$ cat config.mk
export PLATFORM = sky130hd
export DESIGN_NAME = sd_spi_target
export DESIGN_NICKNAME = d
export VERILOG_FILES = /design/src/rtl/sd_spi_target.sv
export SDC_FILE = /design/constraint.sdc
export NUM_CORES = 1
export LEC_CHECK = 0
export BUFFER_PORTS_ARGS = -buffer_cell sky130_fd_sc_hd__buf_2
export CAP_MARGIN = 20
export CORE_UTILIZATION = 33
export CTS_BUF_LIST = sky130_fd_sc_hd__clkbuf_4 sky130_fd_sc_hd__clkbuf_8 sky130_fd_sc_hd__clkbuf_16
export DETAILED_ROUTE_END_ITERATION = 8
export GPL_ROUTABILITY_DRIVEN = 0
export PLACE_DENSITY = 0.5
export SLEW_MARGIN = 20
export SYNTH_ARGS = -nofsm -noshare
export SYNTH_HDL_FRONTEND = slang
export SYNTH_SLANG_ARGS = --single-unit
$ cat constraint.sdc
create_clock -name clock -period 2.25 [get_ports clock]
set_input_delay 0.675 -clock clock [delete_from_list [all_inputs] [get_ports clock]]
set_output_delay 0.675 -clock clock [all_outputs]
set_load 0.03 [all_outputs]
$ cat src/rtl/sd_spi_target.sv
// sd_spi_target: SPI mode-0 card-side target for an emulated SD card.
// Oversamples ck/mosi/cs on the system clock, frames 6-byte SD commands for
// the backend over valid/ready and streams response bytes from a small FIFO.
// Build macro SD_SPI_TARGET_CRC7_EN: when defined, CRC7 is computed over frame
// bytes 0..4 and compared with the received CRC; otherwise cmd_crc_ok reads 1.
module sd_spi_target #(
  parameter int RSP_DEPTH   = 4,
  parameter int SYNC_STAGES = 2
) (
  input  logic        clock,
  input  logic        reset,
  input  logic        ce,
  input  logic        cs,
  input  logic        ck,
  input  logic        mosi,
  output logic        miso,
  output logic [7:0]  rx_byte,
  output logic        rx_stb,
  output logic        cmd_valid,
  input  logic        cmd_ready,
  output logic [5:0]  cmd_idx,
  output logic [31:0] cmd_arg,
  output logic [6:0]  cmd_crc,
  output logic        cmd_crc_ok,
  output logic        cmd_ovr,
  input  logic        rsp_wr,
  input  logic [7:0]  rsp_d,
  output logic        rsp_full
);
  localparam int AW = $clog2(RSP_DEPTH);
  localparam logic [0:0]    ST_HUNT  = 1'b0;
  localparam logic [0:0]    ST_CMD   = 1'b1;
  localparam logic [AW-1:0] PTR_ONE  = AW'(1);
  localparam logic [AW:0]   CNT_ONE  = (AW + 1)'(1);
  localparam logic [AW:0]   CNT_FULL = (AW + 1)'(RSP_DEPTH);

`ifdef SD_SPI_TARGET_CRC7_EN
  // CRC7, polynomial x^7+x^3+1, one byte MSB-first
  function automatic logic [6:0] crc7_byte(input logic [6:0] crc_in, input logic [7:0] data);
    logic [6:0] c;
    logic       fb;
    c = crc_in;
    for (int i = 7; i >= 0; i--) begin
      fb = c[6] ^ data[i];
      c  = {c[5:0], 1'b0};
      if (fb) begin
        c = c ^ 7'h09;
      end else begin
        c = c;
      end
    end
    return c;
  endfunction

  logic [6:0] crc_acc_q, crc_acc_d;
`endif

  logic [SYNC_STAGES-1:0] ck_sync_q, ck_sync_d, cs_sync_q, cs_sync_d, mosi_sync_q, mosi_sync_d;
  logic        ck_prev_q, ck_prev_d, cs_prev_q, cs_prev_d;
  logic [2:0]  bit_cnt_q, bit_cnt_d, n_q, n_d;
  logic [7:0]  rx_sh_q, rx_sh_d, tx_sh_q, tx_sh_d, rx_byte_q, rx_byte_d;
  logic        miso_q, miso_d, rx_stb_q, rx_stb_d, cmd_valid_q, cmd_valid_d;
  logic        cmd_crc_ok_q, cmd_crc_ok_d, cmd_ovr_q, cmd_ovr_d;
  logic [0:0]  state_q, state_d;
  logic [5:0]  idx_buf_q, idx_buf_d, cmd_idx_q, cmd_idx_d;
  logic [31:0] arg_buf_q, arg_buf_d, cmd_arg_q, cmd_arg_d;
  logic [6:0]  cmd_crc_q, cmd_crc_d;
  logic [7:0]  mem_q [RSP_DEPTH];
  logic [7:0]  mem_d [RSP_DEPTH];
  logic [AW-1:0] wr_ptr_q, wr_ptr_d, rd_ptr_q, rd_ptr_d;
  logic [AW:0]   count_q, count_d;

  logic       ck_s, cs_s, mosi_s, ck_rise_s, ck_fall_s;
  logic       load_s, byte_done_s, push_s, pop_s;
  logic [7:0] byte_s;

  assign ck_s      = ck_sync_q[SYNC_STAGES-1];
  assign cs_s      = cs_sync_q[SYNC_STAGES-1];
  assign mosi_s    = mosi_sync_q[SYNC_STAGES-1];
  assign ck_rise_s = ck_s & ~ck_prev_q;
  assign ck_fall_s = ~ck_s & ck_prev_q;
  assign byte_s    = {rx_sh_q[6:0], mosi_s};

  // Next-state logic: pin sync, bit/byte engine, frame FSM, response FIFO
  always_comb begin
    ck_sync_d = ck_sync_q;  cs_sync_d = cs_sync_q;  mosi_sync_d = mosi_sync_q;
    ck_prev_d = ck_prev_q;  cs_prev_d = cs_prev_q;
    bit_cnt_d = bit_cnt_q;  rx_sh_d = rx_sh_q;  tx_sh_d = tx_sh_q;
    rx_byte_d = rx_byte_q;  rx_stb_d = 1'b0;  cmd_ovr_d = 1'b0;
    cmd_valid_d = cmd_valid_q;  cmd_idx_d = cmd_idx_q;  cmd_arg_d = cmd_arg_q;
    cmd_crc_d = cmd_crc_q;  cmd_crc_ok_d = cmd_crc_ok_q;
    state_d = state_q;  n_d = n_q;  idx_buf_d = idx_buf_q;  arg_buf_d = arg_buf_q;
`ifdef SD_SPI_TARGET_CRC7_EN
    crc_acc_d = crc_acc_q;
`endif
    mem_d = mem_q;  wr_ptr_d = wr_ptr_q;  rd_ptr_d = rd_ptr_q;  count_d = count_q;
    load_s = 1'b0;  byte_done_s = 1'b0;  push_s = 1'b0;  pop_s = 1'b0;

    if (ce) begin
      ck_sync_d   = {ck_sync_q[SYNC_STAGES-2:0], ck};
      cs_sync_d   = {cs_sync_q[SYNC_STAGES-2:0], cs};
      mosi_sync_d = {mosi_sync_q[SYNC_STAGES-2:0], mosi};
      ck_prev_d   = ck_s;
      cs_prev_d   = cs_s;

      // Backend handshake retires the pending frame; a new frame may reload below
      if (cmd_valid_q && cmd_ready) begin
        cmd_valid_d = 1'b0;
      end else begin
        cmd_valid_d = cmd_valid_q;
      end

      if (cs_s) begin
        bit_cnt_d = 3'd0;
        tx_sh_d   = 8'hFF;
        state_d   = ST_HUNT;
        n_d       = 3'd0;
      end else if (cs_prev_q) begin
        load_s = 1'b1;
      end else if (ck_rise_s) begin
        rx_sh_d = byte_s;
        if (bit_cnt_q == 3'd7) begin
          bit_cnt_d   = 3'd0;
          rx_byte_d   = byte_s;
          rx_stb_d    = 1'b1;
          load_s      = 1'b1;
          byte_done_s = 1'b1;
        end else begin
          bit_cnt_d = bit_cnt_q + 3'd1;
        end
      end else if (ck_fall_s && (bit_cnt_q != 3'd0)) begin
        tx_sh_d = {tx_sh_q[6:0], 1'b1};
      end else begin
        tx_sh_d = tx_sh_q;
      end

      // Pop decision uses the pre-push count so a same-cycle push into an empty FIFO is kept
      push_s = rsp_wr && (count_q != CNT_FULL);
      pop_s  = load_s && (count_q != '0);
      if (load_s) begin
        tx_sh_d = pop_s ? mem_q[rd_ptr_q] : 8'hFF;
      end else begin
        tx_sh_d = tx_sh_d;
      end
      if (push_s) begin
        mem_d[wr_ptr_q] = rsp_d;
        wr_ptr_d        = wr_ptr_q + PTR_ONE;
      end else begin
        wr_ptr_d = wr_ptr_q;
      end
      if (pop_s) begin
        rd_ptr_d = rd_ptr_q + PTR_ONE;
      end else begin
        rd_ptr_d = rd_ptr_q;
      end
      case ({push_s, pop_s})
        2'b10:   count_d = count_q + CNT_ONE;
        2'b01:   count_d = count_q - CNT_ONE;
        default: count_d = count_q;
      endcase

      if (byte_done_s) begin
        case (state_q)
          ST_HUNT: begin
            if (byte_s[7:6] == 2'b01) begin
              state_d   = ST_CMD;
              n_d       = 3'd1;
              idx_buf_d = byte_s[5:0];
`ifdef SD_SPI_TARGET_CRC7_EN
              crc_acc_d = crc7_byte(7'h00, byte_s);
`endif
            end else begin
              state_d = ST_HUNT;
            end
          end
          ST_CMD: begin
            if (n_q == 3'd5) begin
              state_d = ST_HUNT;
              n_d     = 3'd0;
              if (!cmd_valid_q || cmd_ready) begin
                cmd_valid_d = 1'b1;
                cmd_idx_d   = idx_buf_q;
                cmd_arg_d   = arg_buf_q;
                cmd_crc_d   = byte_s[7:1];
`ifdef SD_SPI_TARGET_CRC7_EN
                cmd_crc_ok_d = (crc_acc_q == byte_s[7:1]);
`else
                cmd_crc_ok_d = 1'b1;
`endif
              end else begin
                cmd_ovr_d = 1'b1;
              end
            end else begin
              n_d       = n_q + 3'd1;
              arg_buf_d = {arg_buf_q[23:0], byte_s};
`ifdef SD_SPI_TARGET_CRC7_EN
              crc_acc_d = crc7_byte(crc_acc_q, byte_s);
`endif
            end
          end
          default: state_d = ST_HUNT;
        endcase
      end else begin
        state_d = state_d;
      end
    end else begin
      ck_sync_d = ck_sync_q;
    end
    miso_d = tx_sh_d[7];
  end

  // State registers with asynchronous active-low reset
  always_ff @(posedge clock or negedge reset) begin
    if (!reset) begin
      ck_sync_q <= '0;  cs_sync_q <= '1;  mosi_sync_q <= '0;
      ck_prev_q <= 1'b0;  cs_prev_q <= 1'b1;
      bit_cnt_q <= 3'd0;  rx_sh_q <= 8'h00;  tx_sh_q <= 8'hFF;
      miso_q <= 1'b1;  rx_byte_q <= 8'h00;  rx_stb_q <= 1'b0;
      cmd_valid_q <= 1'b0;  cmd_idx_q <= 6'd0;  cmd_arg_q <= 32'd0;
      cmd_crc_q <= 7'd0;  cmd_crc_ok_q <= 1'b0;  cmd_ovr_q <= 1'b0;
      state_q <= ST_HUNT;  n_q <= 3'd0;  idx_buf_q <= 6'd0;  arg_buf_q <= 32'd0;
`ifdef SD_SPI_TARGET_CRC7_EN
      crc_acc_q <= 7'd0;
`endif
      for (int i = 0; i < RSP_DEPTH; i++) mem_q[i] <= 8'h00;
      wr_ptr_q <= '0;  rd_ptr_q <= '0;  count_q <= '0;
    end else begin
      ck_sync_q <= ck_sync_d;  cs_sync_q <= cs_sync_d;  mosi_sync_q <= mosi_sync_d;
      ck_prev_q <= ck_prev_d;  cs_prev_q <= cs_prev_d;
      bit_cnt_q <= bit_cnt_d;  rx_sh_q <= rx_sh_d;  tx_sh_q <= tx_sh_d;
      miso_q <= miso_d;  rx_byte_q <= rx_byte_d;  rx_stb_q <= rx_stb_d;
      cmd_valid_q <= cmd_valid_d;  cmd_idx_q <= cmd_idx_d;  cmd_arg_q <= cmd_arg_d;
      cmd_crc_q <= cmd_crc_d;  cmd_crc_ok_q <= cmd_crc_ok_d;  cmd_ovr_q <= cmd_ovr_d;
      state_q <= state_d;  n_q <= n_d;  idx_buf_q <= idx_buf_d;  arg_buf_q <= arg_buf_d;
`ifdef SD_SPI_TARGET_CRC7_EN
      crc_acc_q <= crc_acc_d;
`endif
      mem_q <= mem_d;
      wr_ptr_q <= wr_ptr_d;  rd_ptr_q <= rd_ptr_d;  count_q <= count_d;
    end
  end

  assign miso       = miso_q;
  assign rx_byte    = rx_byte_q;
  assign rx_stb     = rx_stb_q;
  assign cmd_valid  = cmd_valid_q;
  assign cmd_idx    = cmd_idx_q;
  assign cmd_arg    = cmd_arg_q;
  assign cmd_crc    = cmd_crc_q;
  assign cmd_crc_ok = cmd_crc_ok_q;
  assign cmd_ovr    = cmd_ovr_q;
  assign rsp_full   = (count_q == CNT_FULL);
endmodule

==> reports/results.ini <==
[global_routing]
global_route_wire_length_before_repair_um = 21850
total_routing_resource_utilization_after_global_routing_pct = 13.28
pin_count_of_the_biggest_net_entering_global_routing = 54
first_global_vias = 4154
grt.overflow.total = 0
antenna_found_initial = 0

[worst_setup_path]
crit_cells = 10
critical-path-max-stage-delay_ns = 0.37
startpoint_type_of_the_worst_setup_path = register
worstSetupStartpoint = bit_cnt_q[1]
worst-setup-path-type = register to register
critPathArrivalTime_ns = 2.56
crit_path_buf_inv_count = 1
timing.reg2reg.worst_path_depth = 10
critical_path.slowest_cell = sky130_fd_sc_hd__dfrtp_1
setup.worst_path.end_class = register
critPathRequiredTime_ns = 2.60
reg2reg_start = bit_cnt_q[1]
crit_fanout = 3
critical-path-top-delay-family = adder cells
timing.critical_path.cells = ha_2, ha_4, nand3b_1, a211oi_4, ha_2, inv_2, fa_2, xor2_1, nor2_1, xor2_1

[pwr]
static_power_due_to_leakage_nw = 4.125
power-per-cell-area_mw_per_mm2 = 988.7
max-vdd-ir-drop_v = 0.0005572

[clocking]
cts.reportedPaths.clkPinSlew_ns = 0.07
cts-buffers-inserted = 17
ctsHtreeMaxLevel = 4
cts_tree = built
clock_path_buffers = 2
clock_sink_count = 164
insertion_delay_ns = 0.42
cts-hold-fix-buffers = 0
cts.root.buffer_cell = sky130_fd_sc_hd__clkbuf_16

[timing]
worst-slew-pin-transition_ns = 0.4548
slew_headroom_pct = 69.68
skew_ns = 0.005887
max_clock_freq_ghz = 0.4525
final.setup.worst_slack_ns = 0.04023
report.final.setup_viol = 0
unrepaired_setup_endpoints_after_global_routing = true
post-route-min-period_ns = 2.210
final_max_slew_viol_count = 0
final_min_period_over_clock_period_pct = 98.21
timing.final.hold_violations = 0
hold_ws_ns = 0.1532

[die]
boundaryPins = 75
die_w_um = 144.9
floorplan.initialDensity_pct = 34.19
fp.coreArea_mm2 = 0.01972
die_h_um = 144.9
placement_rows = 51
die-area_mm2 = 0.02100

[min_path]
worstHoldPathType = input port to asynchronous set/reset pin

[detailed_routing]
detail_route.vias_per_cell = 4.663
detailedRoute.firstIterationViolations = 140
avgRoutedWirePerCell_um = 15.74
post_route_wl_um = 13190
drt_first_pass_iters = 4
antenna_left = 0
detailroute.via_count = 3908
drt_drc_violations_left = 0

[synth]
yosysTopAreaCellShare_pct = 56.79
synth_seq_area_share_pct = 61.08
area_of_the_mapped_netlist_mm2 = 0.006741
synth_seq_cells = 164
yosysTopAreaCell = sky130_fd_sc_hd__dfrtp_1
ys_types = 39
synth.area.top_cells = sky130_fd_sc_hd__dfrtp_1 57%, sky130_fd_sc_hd__mux2_2 22%, sky130_fd_sc_hd__dfstp_2 4.3%, sky130_fd_sc_hd__nand2_1 2.9%, sky130_fd_sc_hd__mux4_2 2.7%
post_synth.cell_area_avg_um2 = 14.69
syn-instance-count = 459
synth-warning-count = 0
syn_nets = 484

[placed_design]
portBuffers = 74
detailed_place_hpwl_um = 8801
place_worst_setup_slack_ns = 0.002863

[status]
outcome = finished clean

[final_layout]
finish.net_count = 585
area_delta_synth_final_pct = 21.90
post_route_cells_drive_above_1_share_pct = 52.01
n_antenna_cell = 0
finish.utilization_pct = 41.68

[run]
max_cap_violations = 0

==> cells by family after synthesis <==
group | count (synthesis) | share of synthesized area (%)
xor gates and xnor gates | 6 | 0.7797
muxes | 140 | 24.72
adders and majority gates | 9 | 1.782
and+or+nand+nor | 88 | 6.812
AOI/OAI and AO/OA | 20 | 2.431
DFF | 164 | 61.08
buffers and inverters | 32 | 2.394
==> path summary, 6_finish.rpt <==
kind                                  to  slack, ns
min in group clock            tx_sh_q[0]       0.46
hold reg to reg               tx_sh_q[0]       0.46
max in group asynchronous     tx_sh_q[1]       1.46
setup / recovery              count_q[2]       0.04
setup reg to reg              count_q[2]       0.04
hold / removal             arg_buf_q[30]       0.15
==> per-layer routing <==
metal | vias to the layer above | routed length, µm | track usage, %
met5 | - | 0 | 0
met4 | 0 | 159 | 4.787
met3 | 15 | 431 | 3.553
met2 | 64 | 6400 | 20.99
met1 | 2032 | 6200 | 17.46
li1 | 1797 | - | -
==> through the flow <==
| step | cell area, µm² | setup TNS, ns | instances | total power, mW |
|---|---|---|---|---|
| after global routing | 8218 | -0.5688 | 838 | 8.586 |
| after detailed placement | 7601 | 0 | 804 | 5.391 |
| after floorplan | 6769 | -0.01316 | 459 | 4.884 |
| after CTS | 8193 | 0 | 837 | 8.271 |
| after global placement | 7601 | 0 | 804 | 5.301 |
| final | 8218 | 0 | 838 | 8.125 |
==> layout by cell type (no fill, tap or decap), drive strengths merged, types with 3 or more instances in the layout <==
cell type	instances
nand3b	3
inv	24
clkinvlp	3
clkbuf	19
ha	8
dfstp	11
and3	4
a2bb2oi	8
xor2	3
nor2	3
mux2	132
nand3	4
mux4	8
clkinv	4
nand2	57
dfrtp	153
nor2b	3
buf	95
nor3b	5
o21ai	6
nor3	3
xnor2	3
==> synth_stat cells <==
master,instances
sky130_fd_sc_hd__nor2_1,3
sky130_fd_sc_hd__and3b_1,1
sky130_fd_sc_hd__or3b_2,2
sky130_fd_sc_hd__dfstp_2,11
sky130_fd_sc_hd__a22o_1,2
sky130_fd_sc_hd__xnor2_1,3
sky130_fd_sc_hd__a2bb2oi_1,8
sky130_fd_sc_hd__ha_1,8
sky130_fd_sc_hd__buf_6,4
sky130_fd_sc_hd__buf_2,6
sky130_fd_sc_hd__nor3_1,2
sky130_fd_sc_hd__nor3b_4,1
sky130_fd_sc_hd__nor3_4,1
sky130_fd_sc_hd__nand3_1,2
sky130_fd_sc_hd__mux4_2,8
sky130_fd_sc_hd__buf_4,1
sky130_fd_sc_hd__xor2_1,3
sky130_fd_sc_hd__o21ai_0,5
sky130_fd_sc_hd__clkbuf_1,3
sky130_fd_sc_hd__o211ai_1,2
sky130_fd_sc_hd__o31ai_1,1
sky130_fd_sc_hd__dfrtp_1,153
sky130_fd_sc_hd__nand2_2,5
sky130_fd_sc_hd__mux2_1,2
sky130_fd_sc_hd__nand3b_1,3
sky130_fd_sc_hd__nor3b_1,3
sky130_fd_sc_hd__inv_1,18
sky130_fd_sc_hd__nand2b_1,1
sky130_fd_sc_hd__o21ai_4,1
sky130_fd_sc_hd__or2_2,1
sky130_fd_sc_hd__nor3b_2,1
sky130_fd_sc_hd__and3_1,4
sky130_fd_sc_hd__nand2_1,52
sky130_fd_sc_hd__fa_1,1
sky130_fd_sc_hd__nor2b_1,3
sky130_fd_sc_hd__mux2_2,130
sky130_fd_sc_hd__nand3_2,2
sky130_fd_sc_hd__or3_1,1
sky130_fd_sc_hd__a211oi_2,1
==> flip-flops by register name, indices dropped and copies added (netlist names), 3 cells and up <==
signal and cells:
idx_buf_q 6, cmd_idx 6, tx_sh_q 8, bit_cnt_q 3
cmd_arg 32, rx_byte 8, arg_buf_q 32, rx_sh_q 7
mem_q 32, cmd_crc 7, n_q 3, count_q 3
==> layout make-up <==
class,instances,area [µm²]
Tap cell,265,331.6
Clock buffer,18,439.2
Inverter,18,67.56
Timing Repair Buffer,96,624.3
Multi-Input combinational cell,263,2497
Clock inverter,14,140.1
Fill cell,1838,11500
Sequential cell,164,4118
==> repair_timing <==
action                                  CTS  global route
pin swaps                                 0             1
gates resized for setup                   2             1
endpoints found under the hold margin     0             0
buffers inserted                          1             0
cloned                                    0             1
endpoints found under the setup margin    2             4
==> report_power, final <==
| part | internal (mW) | switching, mW |
|---|---|---|
| logic | 0.841 | 0.617 |
| registers | 3.48 | 0.361 |
| clock network | 1.58 | 1.24 |
Power figures use the tool's default switching activity.
